**src/rtl/cdc_4_phase_rx_if.sv**
```systemverilog
// cdc_4_phase_rx_if
//   Bundles the handshake and stream signals of cdc_4_phase_rx.
//   Handshake side : i_req, i_data (from initiator), o_ack, o_busy (to initiator)
//   Stream side    : o_valid, o_data, o_level (to consumer), i_ready (from consumer)
//   modport slave  : the receiver (cdc_4_phase_rx)
//   modport master : the environment (initiator + downstream consumer)
interface cdc_4_phase_rx_if #(
  parameter int G_WIDTH = 4,
  parameter int G_DEPTH = 4
);
  logic                       i_req;
  logic [G_WIDTH-1:0]         i_data;
  logic                       o_ack;
  logic                       o_busy;
  logic                       o_valid;
  logic [G_WIDTH-1:0]         o_data;
  logic                       i_ready;
  logic [$clog2(G_DEPTH):0]   o_level;

  modport slave (
    input  i_req, i_data, i_ready,
    output o_ack, o_busy, o_valid, o_data, o_level
  );

  modport master (
    output i_req, i_data, i_ready,
    input  o_ack, o_busy, o_valid, o_data, o_level
  );
endinterface

```
**src/rtl/cdc_4_phase_rx.sv**
```systemverilog
// cdc_4_phase_rx
//   Receiving end of a 4-phase req/ack handshake. The asynchronous request is
//   synchronized through a G_STAGES flop chain; each request rise captures one
//   data word into a show-ahead FIFO which drains through a valid/ready stream.
//   When the FIFO is full the capture stalls with ack held low (back-pressure).
//
//   Ports:
//     i_clk       destination clock, rising edge
//     i_rst       synchronous active-high reset
//     bus         cdc_4_phase_rx_if.slave (i_req, i_data, o_ack, o_busy,
//                 o_valid, o_data, i_ready, o_level)
//     o_stall_cnt 16-bit saturating count of stalled-capture cycles; present
//                 only when CDC_4_PHASE_RX_STALL_CNT_EN is defined
//
//   Parameters: G_STAGES (sync depth, >=2), G_WIDTH (data width),
//               G_DEPTH (FIFO depth, power of 2, >=2)
module cdc_4_phase_rx #(
  parameter int G_STAGES = 2,
  parameter int G_WIDTH  = 4,
  parameter int G_DEPTH  = 4
) (
  input  logic                i_clk,
  input  logic                i_rst,
`ifdef CDC_4_PHASE_RX_STALL_CNT_EN
  output logic [15:0]         o_stall_cnt,
`endif
  cdc_4_phase_rx_if.slave     bus
);

  localparam int AW = $clog2(G_DEPTH);
  localparam int LW = AW + 1;

  typedef enum logic [1:0] {
    ST_IDLE      = 2'b01,
    ST_WAIT_DROP = 2'b10
  } state_t;

  state_t               state;
  state_t               state_nxt;

  logic [G_STAGES-1:0]  req_ff;
  logic                 req_sync;

  logic [G_WIDTH-1:0]   mem [G_DEPTH];
  logic [AW-1:0]        wr_ptr;
  logic [AW-1:0]        rd_ptr;
  logic [LW-1:0]        level;

  logic                 full;
  logic                 empty;
  logic                 push;
  logic                 pop;
  logic                 stall;
  logic                 ack;

  // Request synchronizer: the only logic that samples i_req.
  always_ff @(posedge i_clk) begin
    if (i_rst) begin
      req_ff <= '0;
    end else begin
      req_ff <= {req_ff[G_STAGES-2:0], bus.i_req};
    end
  end

  assign req_sync = req_ff[G_STAGES-1];

  // FSM: state register
  always_ff @(posedge i_clk) begin
    if (i_rst) begin
      state <= ST_IDLE;
    end else begin
      state <= state_nxt;
    end
  end

  // FSM: next state
  always_comb begin
    state_nxt = ST_IDLE;
    case (state)
      ST_IDLE:      state_nxt = push ? ST_WAIT_DROP : ST_IDLE;
      ST_WAIT_DROP: state_nxt = req_sync ? ST_WAIT_DROP : ST_IDLE;
      default:      state_nxt = ST_IDLE;
    endcase
  end

  // FSM: outputs. Full is judged on current occupancy only, so a pop in the
  // same cycle does not let a stalled capture through until the next edge.
  always_comb begin
    ack   = 1'b0;
    push  = 1'b0;
    stall = 1'b0;
    case (state)
      ST_IDLE: begin
        push  = req_sync && !full;
        stall = req_sync && full;
      end
      ST_WAIT_DROP: ack = 1'b1;
      default: ;
    endcase
  end

  // FIFO status
  always_comb begin
    full  = (level == LW'(G_DEPTH));
    empty = (level == '0);
    pop   = !empty && bus.i_ready;
  end

  // Storage is not reset; the head is masked while empty instead.
  always_ff @(posedge i_clk) begin
    if (push) begin
      mem[wr_ptr] <= bus.i_data;
    end
  end

  // Pointers wrap naturally at G_DEPTH; level is an explicit count so a full
  // FIFO is never confused with an empty one.
  always_ff @(posedge i_clk) begin
    if (i_rst) begin
      wr_ptr <= '0;
      rd_ptr <= '0;
      level  <= '0;
    end else begin
      if (push) begin
        wr_ptr <= wr_ptr + AW'(1);
      end
      if (pop) begin
        rd_ptr <= rd_ptr + AW'(1);
      end
      case ({push, pop})
        2'b10:   level <= level + LW'(1);
        2'b01:   level <= level - LW'(1);
        default: level <= level;
      endcase
    end
  end

`ifdef CDC_4_PHASE_RX_STALL_CNT_EN
  always_ff @(posedge i_clk) begin
    if (i_rst) begin
      o_stall_cnt <= '0;
    end else if (stall && (o_stall_cnt != '1)) begin
      o_stall_cnt <= o_stall_cnt + 16'd1;
    end
  end
`else
  logic unused_stall;
  assign unused_stall = stall;
`endif

  // Outputs
  always_comb begin
    bus.o_ack   = ack;
    bus.o_busy  = ack;
    bus.o_valid = !empty;
    bus.o_data  = empty ? '0 : mem[rd_ptr];
    bus.o_level = level;
  end

endmodule

```
**src/flat_wrapper.sv**
```systemverilog
// flat-port wrapper written by rule: the top's interface ports become plain ports
module cdc_4_phase_rx_flat 
#(
  parameter int G_STAGES = 2,
  parameter int G_WIDTH  = 4,
  parameter int G_DEPTH  = 4
)
  (i_clk, i_rst, bus_i_req, bus_i_data, bus_i_ready, bus_o_ack, bus_o_busy, bus_o_valid, bus_o_data, bus_o_level);
  cdc_4_phase_rx_if #(.G_WIDTH(G_WIDTH), .G_DEPTH(G_DEPTH)) bus_i ();
  input  logic i_clk;
  input  logic i_rst;
  input wire logic [$bits(bus_i.i_req)-1:0] bus_i_req;
  input wire logic [$bits(bus_i.i_data)-1:0] bus_i_data;
  input wire logic [$bits(bus_i.i_ready)-1:0] bus_i_ready;
  output wire logic [$bits(bus_i.o_ack)-1:0] bus_o_ack;
  output wire logic [$bits(bus_i.o_busy)-1:0] bus_o_busy;
  output wire logic [$bits(bus_i.o_valid)-1:0] bus_o_valid;
  output wire logic [$bits(bus_i.o_data)-1:0] bus_o_data;
  output wire logic [$bits(bus_i.o_level)-1:0] bus_o_level;
  assign bus_i.i_req = bus_i_req;
  assign bus_i.i_data = bus_i_data;
  assign bus_i.i_ready = bus_i_ready;
  assign bus_o_ack = bus_i.o_ack;
  assign bus_o_busy = bus_i.o_busy;
  assign bus_o_valid = bus_i.o_valid;
  assign bus_o_data = bus_i.o_data;
  assign bus_o_level = bus_i.o_level;
  cdc_4_phase_rx #(.G_STAGES(G_STAGES), .G_WIDTH(G_WIDTH), .G_DEPTH(G_DEPTH)) u_core (.i_clk(i_clk), .i_rst(i_rst), .bus(bus_i));
endmodule
```
**config.mk**
```make
export PLATFORM = sky130hd
export DESIGN_NAME = cdc_4_phase_rx_flat
export DESIGN_NICKNAME = d
export VERILOG_FILES = /design/src/rtl/cdc_4_phase_rx_if.sv /design/src/rtl/cdc_4_phase_rx.sv /design/src/flat_wrapper.sv
export SDC_FILE = /design/constraint.sdc
export NUM_CORES = 1
export LEC_CHECK = 0
export BUFFER_PORTS_ARGS = -buffer_cell sky130_fd_sc_hd__buf_2
export CORE_AREA = 2 2 69 71
export CTS_BUF_LIST = sky130_fd_sc_hd__clkbuf_2 sky130_fd_sc_hd__clkbuf_4 sky130_fd_sc_hd__clkbuf_8
export CTS_CLUSTER_SIZE = 28
export DETAILED_ROUTE_END_ITERATION = 10
export DIE_AREA = 0 0 71 73
export PLACE_DENSITY = 0.51
export REMOVE_ABC_BUFFERS = 1
export SETUP_SLACK_MARGIN = 0.15
export SLEW_MARGIN = 20
export SYNTH_ARGS = -nofsm -noshare
export SYNTH_HDL_FRONTEND = slang
export SYNTH_SLANG_ARGS = --single-unit
export TNS_END_PERCENT = 30
```
**constraint.sdc**
```tcl
create_clock -name i_clk -period 2.9 [get_ports i_clk]
set_clock_uncertainty 0.05 [all_clocks]
set_input_delay 0 -clock i_clk [delete_from_list [all_inputs] [get_ports i_clk]]
set_output_delay 0 -clock i_clk [all_outputs]
set_load 0.02 [all_outputs]
```
**Yosys cells after proc, flatten, opt, wreduce, memory -nomap -nowiden**

Memories as Yosys holds them, arrays and structs flattened. A register that Yosys moved wholly into a read port is not among the register bits.
Cells that the tools add are included.

- Add/subtract/negate cells: 4
- Multiply operators: 0
- Divide/modulo/power cells: 0
- Magnitude comparators: 0
- Eq/ne operators: 5
- Shift-type cells: 0
- Muxes and demuxes: 11
- Bitwise gates (word level): 0
- Reduce and logical (&&, ||, !) cells: 6

Operators by type and width:

| kind | count |
|---|---|
| 2-bit two-way mux | 4 |
| 3-bit case mux with 2 select lines | 1 |
| 2-bit by 1-bit adder with 2-bit output (second input constant) | 2 |
| 2-bit by 1-bit equality test with 1-bit output (second input constant) | 2 |
| 2-bit equality test (second input constant) | 2 |
| 1-bit two-way mux | 4 |
| 4-bit two-way mux | 1 |
| 2-bit case mux with 2 select lines | 1 |
| 3-bit by 1-bit adder with 3-bit output (second input constant) | 1 |
| 3-bit equality test (second input constant) | 1 |
| 3-bit logical NOT | 1 |
| 3-bit by 1-bit subtractor with 3-bit output (second input constant) | 1 |
| 1-bit logical AND | 2 |
| 1-bit logical NOT | 2 |
| 2-bit nonzero test | 1 |

- Flip-flop bits (word level): 11
- Bits in latches: 0
- Memory bits (writable): 16
- Memory bits (read-only): 0
- Input bits: 8
- Output and inout bits: 10
- Memories kept: 1

Memory list:

| memory | depth | bits a word | read ports | clocked after Yosys merged registers in | wr ports | RTL line | text |
|---|---|---|---|---|---|---|---|
| u_core.mem | 4 | 4 | 1 | 1 | 1 | cdc_4_phase_rx.sv:44 | `logic [G_WIDTH-1:0] mem [G_DEPTH];` |

**Logic depth before layout (Yosys ltp)**

- Depth in word-level cells: 6
- Depth in mapped cells: 11
- Mapped depth without buffers: 10

**Least setup slack after synthesis**

OpenSTA, ideal clock, no wires.

- Path kind: flip-flop to flip-flop
- From: reg u_core.level[2] (netlist: u_core.bus.o_level[2])
- To: reg u_core.level[2] (netlist: u_core.bus.o_level[2])
- Library setup time: 71 ps
- Arrival time: 2,473 ps
- Slack: 306 ps
- Cell stages (with the launch flop): 11
- Buffers on the path: 1
- Period minus slack after synthesis: 2,594 ps
- Cells stage by stage: dfxtp_1 or3b_1 and3_1 buf_6 inv_1 ha_1 inv_1 fa_1 xor2_1 or3_2 a21oi_1

- Cells in the longest elaborated chain, start to end: 6
- Elaborated cells between the ends (all ways): 13
- Classes of those cells: add/sub (2); eq/ne (3); mux (2); reduce/logical (6)

Ends and longest elaborated chain:

| item | RTL line | text |
|---|---|---|
| start: declaration | cdc_4_phase_rx.sv:47 | `logic [LW-1:0] level;` |
| start signal: assignment | cdc_4_phase_rx.sv:131 | `2'b10: level <= level + LW'(1);` |
| start signal: assignment | cdc_4_phase_rx.sv:132 | `2'b01: level <= level - LW'(1);` |
| start signal: assignment | cdc_4_phase_rx.sv:133 | `default: level <= level;` |
| 3-bit equality test | cdc_4_phase_rx.sv:104 | `full = (level == LW'(G_DEPTH));` |
| 1-bit logical NOT | cdc_4_phase_rx.sv:94 | `push = req_sync && !full;` |
| 1-bit logical AND | cdc_4_phase_rx.sv:94 |  |
| 1-bit two-way mux | cdc_4_phase_rx.sv:92 | `case (state)` |
| 2-bit by 1-bit equality test with 1-bit output / 2-bit equality test (equally long branches) | cdc_4_phase_rx.sv:130 | `case ({push, pop})` |
| 3-bit case mux with 2 select lines / 2-bit nonzero test (equally long branches) | - |  |

Several ways; a longest one is shown, not always the timed one.
A chain may end at the register's enable or synchronous reset.

**Final worst setup path**

- From: reg u_core.level[0] (netlist: u_core.bus.o_level[0])
- To: reg u_core.level[2] (netlist: u_core.bus.o_level[2])

Same word-level chain as after synthesis.

==> flow_metrics.tcl <==
set metrics [dict create \
    status "completed" \
    io_buffers 17 \
    cts_setup_buffers 0 \
    clk_pin_slew_ps 70 \
    p_leak_nw 0.625 \
    cts_made_buffers 5 \
    crit-reg2reg-capture "u_core.bus.o_level[2]" \
    finalSetupViolations 0 \
    period_minus_slack_ps 2580 \
    tightest_slew_ps 810 \
    finalSetupTns_ps 0 \
    grt_usage 0.0867 \
    clock_latency_ps 280 \
    path_depth 9 \
    final_common_cell "buf_2" \
    ys_types 27 \
    drive_above_1_share 0.298 \
    post-route-period-util 0.891 \
    drt-wirelength-per-cell_um 11.3 \
    coreArea_um2 4540 \
    rows 25 \
    fp.dieW_um 71 \
    cp.arrival_ps 2740 \
    grt_pass1_vias 753 \
    die_area_um2 5180 \
    n_antenna_cell 0 \
    gp_congestion 0.833 \
    yosys_warnings 0 \
    synthToLayoutAreaGrowth_pct 24.9 \
    worst-r2r-cell-count 9 \
    crit_required_ps 3060 \
    boundaryPins 18 \
    finalHoldViolCount 0 \
    r2r_slack_ps 320 \
    irDropWorstVdd_v 0.000174 \
    path_max_fanout 7 \
    seq_area_frac_synth 0.589 \
    synth-seq-cells 29 \
    worst_path_max_delay_cell "or3b_1" \
    cp-start-kind "flip-flop" \
    grt_pass1_wl_um 3240 \
    hold_slack_ps 60.4 \
    nNetsFinal 139 \
    die_h_um 73 \
    hp-class "in -> reg" \
    rsz0062_at_grt "no" \
    cp_cell_sequence "or3b_1 -> and3_2 -> inv_1 -> ha_1 -> inv_1 -> fa_1 -> xor2_1 -> or3_2 -> a21oi_1" \
    critPathMaxStageDelay_ps 420 \
    drt_wl_total_um 2010 \
    fin_ws_ps 316 \
    vias 752 \
    drc 0 \
    maxCapViolCount 0 \
    cts_tree "done" \
    worst-path-buf-inv 2 \
    overflow 0 \
    fmax_ghz 0.387 \
    endpoint "u_core.bus.o_level[2]" \
    vias_per_cell 4.22 \
    antenna_found_initial 0 \
    reg2reg_from "u_core.bus.o_level[0]" \
    cts_buffer_depth 2 \
    power-per-cell-area_nw_per_um2 757 \
    final_area_um2 1570 \
    mostFrequentLayoutCells "17 x buf_2, 16 x edfxtp_1, 12 x dfxtp_1" \
    clock_sinks 29 \
    holdPathStages 4 \
    final_cells 178 \
    path_class "reg -> reg" \
    slew_headroom 0.456 \
    drv_slew 0 \
    start_util 0.277 \
    synth_area_um2 1260 \
    placedInstanceArea_um2 1390 \
    ant_nets 0 \
    cp-end-kind "flip-flop" \
    place_hpwl_um 1470 \
    netlist_instances 96 \
    placedCellCount 164 \
    drtPass1Iterations 2 \
    postSynthAreaPerCell_um2 13.1 \
    cts_root_buf "clkbuf_8" \
    grt_max_degree 14 \
    cp_common_cell "inv_1" \
    cpLargestDelayFamily "simple AND/OR/NAND/NOR gates" \
    drt_iter0_drc 52 \
    htreeDepth 2 \
    critPathLaunch "u_core.bus.o_level[0]" \
    pre_cts_ws_ps 302 \
]
## kinds of logic after synthesis
| kind of cell | Yosys count | share of synthesized area |
|---|---|---|
| buffers and inverters | 14 | 0.0507 |
| AND/OR/NAND/NOR | 28 | 0.123 |
| flip-flops | 29 | 0.589 |
| adder cells (fa/ha/maj) | 8 | 0.0856 |
| AO/OA/AOI/OAI | 8 | 0.0388 |
| multiplexers | 6 | 0.0915 |
| XOR/XNOR | 3 | 0.0209 |
## power breakdown
part | total, mW | switching, mW | internal [mW]
Combinational | 0.260 | 0.148 | 0.112
Clock | 0.432 | 0.154 | 0.279
Sequential | 0.495 | 0.0329 | 0.462
## worst reg2reg max path: stages (launching register included)
cell and delay [ps]:
dfxtp_1 350, or3b_1 430, and3_2 280, inv_1 90, ha_1 170, inv_1 60
fa_1 380, xor2_1 160, or3_2 410, a21oi_1 140
## cells in the mapped netlist (all sizes together)
master  number  share of area
a21boi       1         0.0060
a21oi        3          0.012
and2         4          0.024
and3         1         0.0050
buf          2          0.015
clkbuf       1         0.0030
dfxtp       13           0.21
edfxtp      16           0.38
fa           1          0.016
ha           7          0.070
inv         11          0.033
mux2         1          0.012
mux2i        1         0.0080
mux4         4          0.072
nand2        2         0.0060
nand2b       2         0.0099
nor2         9          0.027
nor2b        6          0.030
nor3         1         0.0040
o21ai        2         0.0080
o221ai       1         0.0070
o31ai        1         0.0060
or3          2          0.011
or3b         1         0.0070
xor2         3          0.021
## stage by stage
step	power (mW)	utilization
CTS	1.20	0.346
floorplan	0.681	-
finish	1.19	0.346
detailed placement	0.763	0.306
global placement	0.756	0.306
global route	1.26	0.346
## state kept, by name, summed over array words and instances (netlist names), named ones only
signal	flops
u_core.mem	16
u_core.bus.o_level	3
u_core.rd_ptr	2
u_core.req_ff	2
u_core.state	2
u_core.wr_ptr	2
## worst min-delay path by stage
stage,startpoint,endpoint,slack (ps)
global placement,bus_i_req,u_core.req_ff[0],160
CTS,bus_i_ready,u_core.rd_ptr[1],50
floorplan,i_rst,u_core.bus.o_level[2],20
detailed placement,bus_i_data[3],u_core.mem[2][3],170
finish,bus_i_ready,u_core.rd_ptr[1],60
global route,bus_i_ready,flip-flop,90
## layer usage
metal,vias to the layer above,GRT usage,wire [um]
met5,-,0,0
met4,0,0.0503,31
met3,2,0.0373,75
met2,14,0.152,1050
met1,357,0.0861,852
li1,379,-,-
## cell type report
type                       instances  area [um^2]
fill                             432         2970
sequential                        29          742
multi-input combinational         53          454
timing repair buffer              23          145
clock buffer                       6         82.6
tap                               54         67.6
inverter                          11         41.3
clock inverter                     2         37.5
## what timing repair did
action | CTS | global route
gates resized for setup | 0 | 2
setup endpoints to repair | 0 | 1
hold buffers | 6 | 0
hold endpoints to repair | 19 | 0
No activity file was read; power rests on OpenSTA's default activity.
